[src/rtl/sram_rot_pkg.sv]
// Shared types and constants for the SRAM bank rotator.
package sram_rot_pkg;

  typedef enum logic [1:0] {
    EMPTY    = 2'd0,
    FILLING  = 2'd1,
    FULL     = 2'd2,
    DRAINING = 2'd3
  } bank_state_t;

  localparam int unsigned NUM_BANKS_MIN = 2;
  localparam int unsigned NUM_BANKS_MAX = 8;

  // Round-robin successor of bank index cur in a ring of n banks.
  function automatic int unsigned next_bank(int unsigned cur, int unsigned n);
    return (cur + 1 == n) ? 0 : cur + 1;
  endfunction

endpackage

[src/rtl/sram_bank_state.sv]
// Per-bank ownership state: EMPTY -> FILLING -> FULL -> DRAINING -> EMPTY,
// plus DRAINING -> FILLING when a freed bank is handed straight to a stalled writer.
module sram_bank_state
  import sram_rot_pkg::*;
#(
  parameter bit RESET_FILLING = 1'b0
) (
  input  logic        clk,
  input  logic        rst_n,
  input  logic        go_filling,
  input  logic        go_full,
  input  logic        go_draining,
  input  logic        go_empty,
  output bank_state_t state
);

  bank_state_t state_q, state_d;

  // Next-state: only legal transitions out of the current state are honoured.
  always_comb begin
    state_d = state_q;
    case (state_q)
      EMPTY:    if (go_filling) state_d = FILLING;
      FILLING:  if (go_full) state_d = FULL;
      FULL:     if (go_draining) state_d = DRAINING;
      DRAINING: begin
        if (go_filling)    state_d = FILLING;
        else if (go_empty) state_d = EMPTY;
      end
      default:  state_d = state_q;
    endcase
  end

  // State register; bank 0 comes out of reset already owned by the writer.
  always_ff @(posedge clk or negedge rst_n) begin
    if (!rst_n) state_q <= RESET_FILLING ? FILLING : EMPTY;
    else        state_q <= state_d;
  end

  assign state = state_q;

endmodule

[src/rtl/sram_bank_rotator.sv]
// Ping-pong / multi-bank SRAM rotator: writer fills banks round-robin, reader
// drains them in the same order. Optional macro SRAM_ROT_RDATA_REG_EN registers
// sram_rdata/sram_ready (one cycle latency); default is combinational.
module sram_bank_rotator
  import sram_rot_pkg::*;
#(
  parameter int unsigned NUM_BANKS = 2,
  parameter int unsigned DATA_W    = 128,
  localparam int unsigned BANK_W   = ($clog2(NUM_BANKS) > 1) ? $clog2(NUM_BANKS) : 1
) (
  input  logic                        clk,
  input  logic                        rst_n,
  input  logic                        core_done,
  input  logic                        drain_done,
  input  logic                        sram_wen,
  input  logic                        sram_ren,
  input  logic [NUM_BANKS*DATA_W-1:0] bank_rdata,
  input  logic [NUM_BANKS-1:0]        bank_ready,
  output logic [NUM_BANKS-1:0]        bank_wen,
  output logic [NUM_BANKS-1:0]        bank_ren,
  output logic [DATA_W-1:0]           sram_rdata,
  output logic                        sram_ready,
  output logic [BANK_W-1:0]           fill_bank,
  output logic [BANK_W-1:0]           drain_bank,
  output logic                        drain_valid,
  output logic                        core_stall,
  output logic                        overflow
);

  if (NUM_BANKS < NUM_BANKS_MIN || NUM_BANKS > NUM_BANKS_MAX) begin : g_bad_num_banks
    $error("sram_bank_rotator: NUM_BANKS out of legal range");
  end

  logic [BANK_W-1:0]    fill_bank_q, fill_bank_d, drain_bank_q, drain_bank_d, nxt_fill;
  logic                 drain_valid_q, drain_valid_d, core_stall_q, core_stall_d;
  logic                 overflow_q, overflow_d;
  logic [NUM_BANKS-1:0] fill_oh, drain_oh, nxt_oh, is_empty, is_full;
  logic [NUM_BANKS-1:0] go_filling, go_full, go_draining, go_empty;
  logic                 drain_free, drain_take, fill_accept, next_free, stall_resolve;
  logic [DATA_W-1:0]    rdata_sel;
  logic                 ready_sel;
  bank_state_t          bank_st [NUM_BANKS];

  for (genvar i = 0; i < NUM_BANKS; i++) begin : g_bank
    sram_bank_state #(.RESET_FILLING(i == 0)) u_state (
      .clk         (clk),
      .rst_n       (rst_n),
      .go_filling  (go_filling[i]),
      .go_full     (go_full[i]),
      .go_draining (go_draining[i]),
      .go_empty    (go_empty[i]),
      .state       (bank_st[i])
    );
    assign is_empty[i] = (bank_st[i] == EMPTY);
    assign is_full[i]  = (bank_st[i] == FULL);
  end

  // One-hot decode of the bank pointers (loop compare keeps non-power-of-2 rings safe).
  always_comb begin
    nxt_fill = BANK_W'(next_bank(32'(fill_bank_q), NUM_BANKS));
    fill_oh  = '0;
    drain_oh = '0;
    nxt_oh   = '0;
    for (int unsigned i = 0; i < NUM_BANKS; i++) begin
      fill_oh[i]  = (fill_bank_q == BANK_W'(i));
      drain_oh[i] = (drain_bank_q == BANK_W'(i));
      nxt_oh[i]   = (nxt_fill == BANK_W'(i));
    end
  end

  // Rotation control: a bank freed by drain_done this cycle counts as EMPTY
  // for the writer, so simultaneous done pulses never stall or overflow.
  always_comb begin
    drain_free    = drain_valid_q & drain_done;
    drain_take    = ~drain_valid_q & |(is_full & drain_oh);
    fill_accept   = core_done & ~core_stall_q;
    next_free     = |(is_empty & nxt_oh) | (drain_free & |(drain_oh & nxt_oh));
    stall_resolve = core_stall_q & drain_free & |(drain_oh & fill_oh);

    go_full     = {NUM_BANKS{fill_accept}} & fill_oh;
    go_filling  = ({NUM_BANKS{fill_accept & next_free}} & nxt_oh)
                | ({NUM_BANKS{stall_resolve}} & fill_oh);
    go_draining = {NUM_BANKS{drain_take}} & drain_oh;
    go_empty    = {NUM_BANKS{drain_free}} & drain_oh;

    fill_bank_d   = fill_accept ? nxt_fill : fill_bank_q;
    core_stall_d  = fill_accept ? ~next_free : (stall_resolve ? 1'b0 : core_stall_q);
    overflow_d    = overflow_q | (core_done & core_stall_q & ~stall_resolve);
    drain_bank_d  = drain_free ? BANK_W'(next_bank(32'(drain_bank_q), NUM_BANKS)) : drain_bank_q;
    drain_valid_d = drain_free ? 1'b0 : (drain_take ? 1'b1 : drain_valid_q);
  end

  // Pointer and status registers.
  always_ff @(posedge clk or negedge rst_n) begin
    if (!rst_n) begin
      fill_bank_q   <= '0;
      drain_bank_q  <= '0;
      drain_valid_q <= 1'b0;
      core_stall_q  <= 1'b0;
      overflow_q    <= 1'b0;
    end else begin
      fill_bank_q   <= fill_bank_d;
      drain_bank_q  <= drain_bank_d;
      drain_valid_q <= drain_valid_d;
      core_stall_q  <= core_stall_d;
      overflow_q    <= overflow_d;
    end
  end

  // Enable steering and read-data select from the current pointers.
  always_comb begin
    bank_wen  = fill_oh & {NUM_BANKS{sram_wen & ~core_stall_q}};
    bank_ren  = drain_oh & {NUM_BANKS{sram_ren}};
    rdata_sel = '0;
    ready_sel = 1'b0;
    for (int unsigned i = 0; i < NUM_BANKS; i++) begin
      if (drain_oh[i]) begin
        rdata_sel = bank_rdata[i*DATA_W +: DATA_W];
        ready_sel = bank_ready[i];
      end
    end
  end

`ifdef SRAM_ROT_RDATA_REG_EN
  logic [DATA_W-1:0] sram_rdata_q;
  logic              sram_ready_q;

  // Read return register; source bank is the one selected in the request cycle.
  always_ff @(posedge clk or negedge rst_n) begin
    if (!rst_n) begin
      sram_rdata_q <= '0;
      sram_ready_q <= 1'b0;
    end else begin
      sram_rdata_q <= rdata_sel;
      sram_ready_q <= ready_sel;
    end
  end

  assign sram_rdata = sram_rdata_q;
  assign sram_ready = sram_ready_q;
`else
  assign sram_rdata = rdata_sel;
  assign sram_ready = ready_sel;
`endif

  assign fill_bank   = fill_bank_q;
  assign drain_bank  = drain_bank_q;
  assign drain_valid = drain_valid_q;
  assign core_stall  = core_stall_q;
  assign overflow    = overflow_q;

endmodule
[config.mk]
export PLATFORM = sky130hd
export DESIGN_NAME = sram_bank_rotator
export DESIGN_NICKNAME = d
export VERILOG_FILES = /design/src/rtl/sram_rot_pkg.sv /design/src/rtl/sram_bank_state.sv /design/src/rtl/sram_bank_rotator.sv
export SDC_FILE = /design/constraint.sdc
export NUM_CORES = 1
export LEC_CHECK = 0
export CAP_MARGIN = 20
export CORE_AREA = 2 2 154 156
export CTS_CLUSTER_SIZE = 14
export DETAILED_ROUTE_END_ITERATION = 8
export DIE_AREA = 0 0 156 158
export SYNTH_ARGS = -nofsm -noshare
export SYNTH_HDL_FRONTEND = slang
export SYNTH_SLANG_ARGS = --single-unit
[constraint.sdc]
create_clock -name clk -period 2.8 [get_ports clk]
set_input_delay 0.28 -clock clk [delete_from_list [all_inputs] [get_ports clk]]
set_output_delay 0.28 -clock clk [all_outputs]
set_load 0.01 [all_outputs]
# --- After elaboration in Yosys (flattened, before gate mapping) ---
# Cells that the tools add are included.
op_classes:
  addsub: 2
  n_eq_ne: 16
  n_mux: 20
  n_bitwise: 31
  reduce_logical: 10
ops:
  columns: ["cell", "n"]
  rows:
  - ["$mux 128", 1]
  - ["$and 2x2->2", 11]
  - ["$mux 2", 10]
  - ["$pmux 2 s4", 2]
  - ["$eq 2x2->1 const B", 6]
  - ["$and 1x1->1", 10]
  - ["$ne 2x1->1 const B", 4]
  - ["$reduce_and 4->1", 2]
  - ["$reduce_or 2->1", 4]
  - ["$mux 1", 7]
  - ["$not 1->1", 7]
  - ["$ne 3x3->1 const B", 2]
  - ["$add 1x1->2 const B", 2]
  - ["$eq 2x1->1 const B", 2]
  - ["$logic_not 2->1", 2]
  - ["$ne 2x2->1 const B", 2]
  - ["$reduce_bool 2->1", 2]
  - ["$or 1x1->1", 2]
  - ["$or 2x2->2", 1]
totals:
  reg_bits: 9
  out_inout_bits: 138

# --- Logic depth before layout (Yosys ltp) ---
logic_depth:
  depth_word: 13
  depth_mapped: 6
  depth_no_buf: 6

# --- Hierarchy ---
# A second synthesis with hierarchy kept.
hier_totals:
  hier_cells: 223
  area_unflattened_um2: 2406.1
modules_own_cells:
  columns: ["mod", "instances", "cells_each", "area_per_inst_um2"]
  rows:
  - ["sram_bank_rotator", 1, 185, 1991.9]
  - ["sram_bank_state at g_bank[0].u_state", 1, 19, 207.7]
  - ["sram_bank_state at g_bank[1].u_state", 1, 19, 206.4]

# --- Worst setup path after synthesis ---
# OpenSTA, ideal clock, no wires.
synth_path:
  path_type: "reg-to-reg"
  start: "reg g_bank[0].u_state.state_q[0]"
  end: "reg g_bank[0].u_state.state_q[1]"
  t_arrival_ps: 1526
  required_ps: 2675
  path_slack_ps: 1149
  path_stages_with_launch: 7
  synth_period_minus_slack_ps: 1651
  path_cell_list: "dfstp_2 > inv_1 > ha_1 > and2b_1 > a22oi_1 > o21ai_2 > mux2_4"
synth_via:
  elab_chain_cells: 9
  elab_cells_between_ends: 21
  classes_between: "eq/ne (7); mux (2); bitwise (8); reduce/logical (4)"
synth_rtl:
  columns: ["element", "line_no", "source"]
  rows:
  - ["start, declared", "sram_bank_state.sv:17", "bank_state_t state_q, state_d;"]
  - ["start signal, assigned", "sram_bank_state.sv:36", "if (!rst_n) state_q <= RESET_FILLING ? FILLING : EMPTY;"]
  - ["start signal, assigned", "sram_bank_state.sv:37", "else state_q <= state_d;"]
  - ["$logic_not 2->1", "sram_bank_state.sv:22, sram_bank_rotator.sv:54", null]
  - ["$and 2x2->2", "sram_bank_rotator.sv:77", "next_free = |(is_empty & nxt_oh) | (drain_free & |(drain_oh & nxt_oh));"]
  - ["$reduce_or 2->1", "sram_bank_rotator.sv:77", null]
  - ["$or 1x1->1", "sram_bank_rotator.sv:77", null]
  - ["$and 1x1->1", "sram_bank_rotator.sv:81", "go_filling = ({NUM_BANKS{fill_accept & next_free}} & nxt_oh)"]
  - ["$and 2x2->2", "sram_bank_rotator.sv:81", null]
  - ["$or 2x2->2", "sram_bank_rotator.sv:82", "| ({NUM_BANKS{stall_resolve}} & fill_oh);"]
  - ["$ne 3x3->1 (no source line), or another cell as far along", null, null]
  - ["$reduce_and 4->1 (no source line) / $pmux 2 s4 (equally long branches)", null, null]
# Parallel ways exist; a longest one is shown, timed or not.
# A chain may end at the register's enable or synchronous reset.

# --- Worst setup path in the final report ---
layout_path:
  start: "reg drain_bank_q, in the netlist drain_bank"
  end: "out sram_rdata[53]"
layout_via:
  elab_chain_cells: 1
layout_rtl:
  columns: ["element", "line_no", "source"]
  rows:
  - ["start, declared", "sram_bank_rotator.sv:34", "logic [BANK_W-1:0] fill_bank_q, fill_bank_d, drain_bank_q, drain_bank_d, nxt_fill;"]
  - ["start signal, assigned", "sram_bank_rotator.sv:103", "drain_bank_q <= drain_bank_d;"]
  - ["$mux 128", "sram_bank_rotator.sv:117", "if (drain_oh[i]) begin"]
  - ["end, declared", "sram_bank_rotator.sv:21", "output logic [DATA_W-1:0] sram_rdata,"]
# No other way between the ends.

==> results by group <==
Timing
  – Crit path time final: 2457 ps
  – Hold_ws: 392.5 ps
  – Slew headroom: 66.13%
  – Final Cycle Share: slightly below 90%
  – # setup viols final: 0
  – RSZ-0062 raised after global routing: false
  – Final hold vios: 0
  – Sum of negative setup slack: 0 ps
  – Worst slew pin tran: 506.4 ps
  – Maximum clock frequency: 406.9 MHz
  – Max Slew Vio Count: 0
  – Clock skew: 1.584 ps

Power
  – Final Power: approximately 0.0045 W
  – Leakage Power: between 2 and 2.5 nW
  – Total power divided by cell area: 661.2 nW/um2
  – Maximum vdd drop: 300.3 uV

Logic synthesis
  – Async S/R FF share, synth: 100.0%
  – Mapped Avg Cell Area: 10.45 um2
  – Post-synth EDFFs: 0
  – Syn nets: 492
  – Top-count cell post-synth: mux2_2
  – Post-synth top cells: mux2_2, ha_1, dfrtp_1
  – Post-synthesis sequential area ratio: about a tenth
  – Mapped Area: 2277 um2
  – Post-synth top area cell: mux2_2
  – Synth top area share: 64.78%
  – Yosys cell types: 34
  – Top post-synthesis cells by area: mux2_2, dfrtp_1, ha_1
  – Mapped Cells: approximately 220
  – Synth Warn #: 0
  – Ys flop type: dfrtp_1
  – Yosys reg bits: 9

Clocking
  – H-tree levels: 1
  – Post-CTS Setup Bufs: 0
  – CTS Buf Count: 3
  – Clk_lat worst skew: 230 ps
  – CTS tree: built
  – CTS clk-pin slew, worst paths: 40 ps
  – Longest Clk Path Bufs: 2
  – # resized after CTS: 0
  – TritonCTS Sinks: 9
  – Hold Buf Count CTS: 0
  – Root Driver: clkbuf_16

Global route
  – Largest net degree at the start of global routing: 51
  – Vias in the first global route: 3462
  – First-pass GRT wire length: 21460 um
  – Initial antenna violation count: 0
  – Remaining Overflow, GRT: 0
  – Overall routing resource usage: 11.60%

Drt
  – Wire length on met3: 1988 um
  – Post-route antenna net violation count: 0
  – Detailed Route Iter0 Violations: 88
  – Vias/cell: 3.703
  – M1 wire length: 6122 um
  – Wire length on met2: between 7000 and 8000 um
  – Max Used Layer: met4
  – DR vias: 3351
  – First drt pass iteration count: 4
  – Drc violations: 0
  – WL final: 16020 um
  – Wirelength per Cell: between 15 and 20 um

Floorplanning
  – Core Region: 23050 um2
  – Num rows: 56
  – Ports: 402
  – Die Ht: between 150 and 200 um
  – Die footprint: 24650 um2
  – Die width: about 160 um
  – Initial Utilization: approximately a tenth

Critical path
  – Crit Path Class: reg2out
  – Worst setup EP type: output port
  – R2R Path End: g_bank[1].u_state.state[0]
  – Worst EP arrival: between 2000 and 2500 ps
  – Reg2Reg Setup Slack: about 940 ps
  – Crit path max fanout: 39
  – RR Startpoint: g_bank[1].u_state.state[0]
  – First element of the critical path: drain_bank
  – Worst-case reg-to-reg path depth: 6
  – Required time worst endpoint: 2520 ps
  – Worst Setup Start Kind: flip-flop

Placement
  – Buffers added on ports: about 400
  – RePlAce Congestion: 0.8085
  – Detailed placement HPWL: 14440 um
  – Placed insts: 900
  – DP Area: 6651 um2

Status
  – Outcome: completed

Final layout
  – Post-route design area: 6733 um2
  – Share of cells above drive strength 1: 25.24%
  – Non-Filler Instances: 905
  – Fillers: 2434
  – Final #Nets: 889
  – Synthesis-to-layout area growth: 195.7%

Flow run
  – Max Cap Viol: 0

Hold path
  – Worst min path class: in2async
## cells by family after synthesis
logic type / after synthesis / share of synthesized area [%]
buf+inv: 22 / 4.670
compound gates: 19 / 7.088
simple gates: 25 / 6.978
fa+ha+maj: 10 / 5.495
xor+xnor: 1 / 0.3847
mux: 132 / 65.44
flops: 9 / 9.945
## layout make-up
| cell class | count | area, um2 | share of cell area, % |
|---|---|---|---|
| Antenna cell | 1 | 2.502 | 0.03717 |
| Clock buffer | 4 | 78.83 | 1.171 |
| Inverter | 6 | 22.52 | 0.3345 |
| Multi-Input combinational cell | 187 | 1944 | 28.88 |
| Sequential cell | 9 | 230.2 | 3.419 |
| Tap cell | 290 | 362.8 | 5.389 |
| Timing Repair Buffer | 408 | 4091 | 60.77 |
## metrics by stage
step           setup slack, ps  utilization, %
2_1_floorplan             1149               -
3_3_place_gp             572.9           28.85
3_5_place_dp             573.3           28.85
4_1_cts                  325.9           29.20
5_1_grt                  248.9           29.20
6_report                 342.5           29.21
## placed cells by master, fill, tap and decap left out, drive strengths merged, types with 4 or more instances in the layout
master / synthesis / final
o21a: 4 / 4
buf: 9 / 7
mux2: 132 / 132
dfrtp: 8 / 8
clkbuf: 7 / 4
nand2: 7 / 7
inv: 6 / 6
clkdlybuf4s50: 0 / 401
ha: 10 / 10
nand2b: 4 / 4
## worst max-delay path, cell delays in order (launching register included)
cell	delay, ps
dfrtp_4	630
buf_12	270
buf_4	190
mux2_2	340
clkdlybuf4s50_1	490
## registers in the layout (all words and copies together), names as in the netlist
signal / count
g_bank.u_state.state: 4
overflow: 1
core_stall: 1
drain_valid: 1
drain_bank: 1
fill_bank: 1
## worst max path at each step
stage                            endpoint  slack [ps]  depth (start not counted)
6_report                   sram_rdata[53]         340                          4
5_1_grt                    sram_rdata[53]         250                          4
4_1_cts                    sram_rdata[38]         330                          4
3_5_place_dp               sram_rdata[53]         570                          4
3_3_place_gp               sram_rdata[43]         570                          4
2_1_floorplan  g_bank[0].u_state.state[1]        1150                          6
## power by group
group          internal (W)  switching (W)
registers          0.000205       0.000168
clock network      0.000190      0.0000597
logic               0.00238        0.00145
total               0.00277        0.00168
## layer usage
metal	vias up	global-route usage (%)
li1	1605	-
met4	0	1.048
met2	233	20.54
met1	1511	13.83
met3	2	4.435
met5	-	0
Note: power is estimated with default switching activity, not from simulation.
